**src/rtl/fetch_decode.sv**
```systemverilog
// fetch_decode: two-state instruction fetch + decode front end.
//
// Issues word-aligned instruction-memory requests, holds one fetched
// instruction in an output register until the downstream stage accepts it,
// and decodes the immediate type for the sign extender. Branch redirects
// from execute take priority over acceptance. A redirect that arrives while
// a request is still outstanding marks that response for discard.
//
// Parameters:
//   RESET_PC    PC loaded on reset (bits [1:0] forced to zero)
//
// Ports:
//   clk         clock, all state updates on rising edge
//   rst         synchronous active-high reset
//   imem_req    instruction-memory request valid
//   imem_addr   word-aligned fetch address
//   imem_ack    response valid (only counts while imem_req=1)
//   imem_rdata  instruction word, valid with imem_ack
//   br_taken    redirect request from execute
//   br_target   redirect PC
//   id_valid    decoded instruction available
//   id_ready    downstream accepts the instruction
//   id_pc       PC of the held instruction
//   id_instr    held instruction word
//   id_inm      id_instr[31:7], immediate field for the sign extender
//   id_src      immediate type: 00 I, 01 S, 10 B, 11 J
//   id_illegal  (only with FETCH_DECODE_ILLEGAL_EN) unknown opcode flag,
//               valid with id_valid
//
// Optional feature macro: FETCH_DECODE_ILLEGAL_EN

module fetch_decode #(
  parameter logic [31:0] RESET_PC = 32'h0000_0000
) (
  input  logic        clk,
  input  logic        rst,
  output logic        imem_req,
  output logic [31:0] imem_addr,
  input  logic        imem_ack,
  input  logic [31:0] imem_rdata,
  input  logic        br_taken,
  input  logic [31:0] br_target,
  output logic        id_valid,
  input  logic        id_ready,
  output logic [31:0] id_pc,
  output logic [31:0] id_instr,
  output logic [24:0] id_inm,
  output logic [1:0]  id_src
`ifdef FETCH_DECODE_ILLEGAL_EN
  ,
  output logic        id_illegal
`endif
);

  typedef enum logic {
    FETCH = 1'b0,
    HOLD  = 1'b1
  } state_t;

  localparam logic [31:0] RESET_PC_AL = {RESET_PC[31:2], 2'b00};

  state_t      state;
  logic [31:0] pc;
  logic        discard;
  logic [31:0] target_al;
  logic [31:0] pc_inc;
  logic        ack_ok;

  assign target_al = br_target & 32'hFFFF_FFFC;
  assign pc_inc    = pc + 32'd4;
  assign ack_ok    = imem_req & imem_ack;
  assign id_inm    = id_instr[31:7];

  function automatic logic [1:0] imm_type(input logic [6:0] op);
    logic [1:0] t;
    t = 2'b00;
    case (op)
      7'b0100011: t = 2'b01;
      7'b1100011: t = 2'b10;
      7'b1101111: t = 2'b11;
      default:    t = 2'b00;
    endcase
    return t;
  endfunction

`ifdef FETCH_DECODE_ILLEGAL_EN
  function automatic logic is_illegal(input logic [6:0] op);
    logic ill;
    ill = 1'b1;
    case (op)
      7'b0110011, 7'b0010011, 7'b0000011, 7'b0100011, 7'b1100011,
      7'b1101111, 7'b1100111, 7'b0110111, 7'b0010111: ill = 1'b0;
      default: ill = 1'b1;
    endcase
    return ill;
  endfunction
`endif

  // imem_addr is its own register rather than a copy of pc: after a
  // redirect with a request in flight, pc already holds the target while
  // the address must stay on the old request until it is acknowledged.
  always_ff @(posedge clk) begin
    if (rst) begin
      state     <= FETCH;
      pc        <= RESET_PC_AL;
      discard   <= 1'b0;
      imem_req  <= 1'b0;
      imem_addr <= RESET_PC_AL;
      id_valid  <= 1'b0;
      id_pc     <= '0;
      id_instr  <= '0;
      id_src    <= 2'b00;
`ifdef FETCH_DECODE_ILLEGAL_EN
      id_illegal <= 1'b0;
`endif
    end else begin
      case (state)
        FETCH: begin
          if (!imem_req) begin
            // First cycle out of reset: start requesting.
            imem_req <= 1'b1;
            if (br_taken) begin
              pc        <= target_al;
              imem_addr <= target_al;
            end
          end else if (br_taken) begin
            pc <= target_al;
            if (ack_ok) begin
              // Response arrives with the redirect: drop it, fetch target.
              discard   <= 1'b0;
              imem_addr <= target_al;
            end else begin
              // Old request still in flight; its response will be dropped.
              discard <= 1'b1;
            end
          end else if (ack_ok) begin
            if (discard) begin
              discard   <= 1'b0;
              imem_addr <= pc;
            end else begin
              id_instr <= imem_rdata;
              id_pc    <= imem_addr;
              id_src   <= imm_type(imem_rdata[6:0]);
`ifdef FETCH_DECODE_ILLEGAL_EN
              id_illegal <= is_illegal(imem_rdata[6:0]);
`endif
              id_valid <= 1'b1;
              imem_req <= 1'b0;
              state    <= HOLD;
            end
          end
        end

        HOLD: begin
          // Redirect wins over acceptance.
          if (br_taken) begin
            pc        <= target_al;
            imem_addr <= target_al;
            id_valid  <= 1'b0;
            imem_req  <= 1'b1;
            state     <= FETCH;
          end else if (id_ready) begin
            pc        <= pc_inc;
            imem_addr <= pc_inc;
            id_valid  <= 1'b0;
            imem_req  <= 1'b1;
            state     <= FETCH;
          end
        end

        default: state <= FETCH;
      endcase
    end
  end

endmodule

```
**config.mk**
```make
export PLATFORM = sky130hd
export DESIGN_NAME = fetch_decode
export DESIGN_NICKNAME = d
export VERILOG_FILES = /design/src/rtl/fetch_decode.sv
export SDC_FILE = /design/constraint.sdc
export NUM_CORES = 1
export LEC_CHECK = 0
export ABC_AREA = 1
export BUFFER_PORTS_ARGS = -buffer_cell sky130_fd_sc_hd__buf_4
export CORE_AREA = 10 10 159 161
export DETAILED_ROUTE_END_ITERATION = 10
export DIE_AREA = 0 0 169 171
export SETUP_SLACK_MARGIN = 0.02
export SLEW_MARGIN = 10
export SYNTH_ARGS = -nofsm -noshare
export SYNTH_HDL_FRONTEND = slang
export SYNTH_SLANG_ARGS = --single-unit
```
**constraint.sdc**
```tcl
create_clock -name clk -period 1.7 [get_ports clk]
set_clock_uncertainty 0.05 [all_clocks]
set_input_delay 0.17 -clock clk [delete_from_list [all_inputs] [get_ports clk]]
set_output_delay 0.17 -clock clk [all_outputs]
set_load 0.01 [all_outputs]
```
==> metrics.md <==
| Metric | Value |
|---|---|
| DIE AREA | `0.02890 mm2` |
| Placed Instances | `1434` |
| Area grow syn2layout | `39.33%` |
| Worst path top cell family by delay | `simple AND/OR/NAND/NOR gates` |
| Number of global-route vias before repair | `6830` |
| IR drop worst, VDD | `0.0006461 V` |
| CP cell instances | `nand2_2 > nor2_1 > nand2_1 > nor2_1 > nand2_1 > nand2_1 > nand3_1 > nand2_1 > a21oi_1` |
| Finished Layout Cells | `1510` |
| Worst R2R Start | `pc[6]` |
| Crit-path max FO | `5` |
| Top-area cell type share of the netlist area | `38.75%` |
| Crit path time final | `1.587 ns` |
| Async SR Flop Fraction | `0%` |
| Reg2reg end | `imem_addr[27]` |
| Post-synth EDFFs | `0` |
| Dominant synthesized flop cell | `dfxtp_1` |
| Synth Register Bits | `134` |
| Nets@finish | `1282` |
| Period utilisation layout | `93.36%` |
| CP max stage delay | `0.45 ns` |
| Initial antenna violation count | `0` |
| Initial DRC count | `465` |
| Post-Syn Nets | `1087` |
| I/O Pins | `194` |
| H-Tree Depth | `4` |
| Worst-Margin Slew | `0.4804 ns` |
| Crit path launch | `pc[6]` |
| Cell variety after synth | `38` |
| Hold depth | `4` |
| Crit. End Element | `flip-flop` |
| Relative slew slack | `67.97%` |
| Clk buf depth | `2` |
| Aggregate global routing overflow | `0` |
| Critical path arrival | `1.84 ns` |
| Placer Congestion | `0.8419` |
| CTS tree | `built` |
| Warnings from Yosys | `0` |
| Antenna-violating nets left | `0` |
| Setup crit start kind | `flip-flop` |
| Port Buffer Count | `191` |
| # rows | `55` |
| Worst hold start | `id_ready` |
| Status | `finished, final reports clean` |
| CP max stage cell | `dfxtp_1` |
| Hpwl dp | `16.62 mm` |
| Pin count of the biggest net entering global routing | `83` |
| Via/cell ratio | `4.777` |
| PD cells | `971.2 mW/mm2` |
| Main area contributors after synthesis | `dfxtp_1 (39%), o21ai_0 (13%), nor2_1 (10%)` |
| CP most frequent cell | `nand2_1` |
| Final setup viols | `0` |
| Final Max Slew Viols | `0` |
| Root Buffer | `clkbuf_16` |
| Buf/Inv on CP | `0` |
| Final WL | `23.66 mm` |
| Reg2Reg Depth | `9` |
| Cell taking the most area after synthesis | `dfxtp_1` |
| Total CTS buffers | `17` |
| Die X | `169 um` |
| Reg clk slew, reported paths | `0.06 ns` |
| Seq/Total Area, Yosys | `38.75%` |
| Power Total | `9.368 mW` |
| Die Span Y | `171 um` |
| DRC Markers | `0` |
| Worst hold path endpoint | `state` |
| 1st-pass router iterations | `5` |
| Sink Count | `134` |
| Leakage | `4.223 nW` |
| Cell depth of the worst setup path | `9` |
| Antenna Cells | `0` |
| Core area | `0.02223 mm2` |
| MaxCap Viol Count | `0` |
| Clk_lat worst skew | `0.42 ns` |
| Max Clk Rate | `630.1 MHz` |
| Avg Synthesized Cell Area | `6.807 um2` |
| DR WL/cell | `15.67 um` |
| First-pass GRT wire length | `36.89 mm` |
| Synthesized cell area | `0.006923 mm2` |
| Final Hold Fails | `0` |
| Worst EP required | `1.96 ns` |
| Worst hold-check path type | `input pin to flip-flop` |
| Total number of vias | `7213` |
| Ratio of cells with drive above 1 in the final layout | `24.98%` |
| RSZ-0062 raised after global routing | `true` |
| Synth Instances | `1017` |
| Crit Path Category | `flip-flop to flip-flop` |
| Initial Utilization | `31.15%` |
| R2R setup slack | `0.11 ns` |
| Total track usage | `15.65%` |
[worst min-delay path, stage by stage]
cell	delay, ns
buf_4	0.09
nor3_1	0.04
inv_1	0.08
a21oi_1	0.07
[cell type report]
class,instances,area (um2)
clock buffers,21,460.4
clock inverters,11,220.2
fillers,2277,12580
inverters,87,334.1
multi-input cells,706,3421
flip-flops and latches,134,2686
well taps,285,356.6
repair buffers,266,2167
[cells in the mapped netlist, types with 2 or more instances]
master and instances:
a31oi_1 17, inv_1 80, o211ai_1 3, a211oi_1 6
xor2_1 3, nand2_2 9, nand2_1 116, xnor2_1 5
nor2_1 185, nor2_2 8, inv_2 5, clkbuf_2 3
o21ai_0 176, a21oi_1 101, dfxtp_1 134, buf_1 3
buf_6 7, clkbuf_8 2, buf_2 15, nor2_4 8
nand4_1 5, a21oi_2 3, nand3_1 42, buf_4 30
clkbuf_1 29, nor3_1 4, o21ai_1 7
[flip-flops by register name, indices dropped and copies added, names as in the netlist]
signal and cells:
id_pc 32, pc 32, state 1, id_instr 32, id_valid 1, imem_req 1
discard 1, id_src 2, imem_addr 32
[stage by stage]
stage | setup TNS, ns | utilization [%] | hold slack (ns) | setup WS [ns] | instance area (um2)
after CTS | 0 | 43.05 | 0.004884 | 0.02572 | 9568
after detailed placement | 0 | 38.05 | 0.3654 | 0.04386 | 8457
after global placement | 0 | 38.05 | 0.3661 | 0.08561 | 8457
after floorplan | 0 | - | 0.2685 | 0.1848 | 6923
final | 0 | 43.39 | 0.02870 | 0.1129 | 9646
after global routing | -0.006924 | 43.39 | 0.04735 | -0.006924 | 9646
[cells in the final DEF, fill, tap and decap left out, drive strengths merged, types with 21 or more instances in the layout]
master | netlist | layout
a21oi | 104 | 104
buf | 55 | 223
clkbuf | 34 | 21
dfxtp | 134 | 134
dlygate4sd3 | 0 | 43
inv | 86 | 88
nand2 | 126 | 126
nand3 | 42 | 42
nor2 | 202 | 202
o21ai | 183 | 183
[power by group]
| part | switching [mW] | internal (mW) |
|---|---|---|
| clock network | 1.45 | 2.84 |
| registers | 0.208 | 3.36 |
| logic | 0.811 | 0.702 |
| total | 2.47 | 6.90 |
[timing repair]
action | 4_1_cts | 5_1_grt
gates resized for setup | 0 | 22
setup endpoints to repair | 0 | 27
endpoints found under the hold margin | 49 | 0
setup buffers | 0 | 1
hold buffers | 43 | 0
[cell families after synthesis]
group / Yosys count / synth area share [%]
AO/OA/AOI/OAI: 314 / 23.55
XOR/XNOR: 8 / 1.012
adder cells (fa/ha/maj): 1 / 0.1807
AND/OR/NAND/NOR: 383 / 23.75
flip-flops: 134 / 38.75
buffers and inverters: 177 / 12.76
[how the worst max path moves through the flow]
stage | endpoint | slack [ns]
finish | imem_addr[27] | 0.11
detailed placement | imem_addr[12] | 0.04
CTS | imem_addr[12] | 0.03
global placement | pc[12] | 0.09
floorplan | imem_addr[12] | 0.18
global route | imem_addr[19] | -0.007
[metal layers]
layer	vias up	global-route usage [%]	wire, um
met5	-	0	0
met4	0	4.953	319
met3	19	4.175	1682
met2	228	26.06	11240
met1	3242	19.25	10420
li1	3724	-	-
Note: power is estimated with default switching activity, not from simulation.
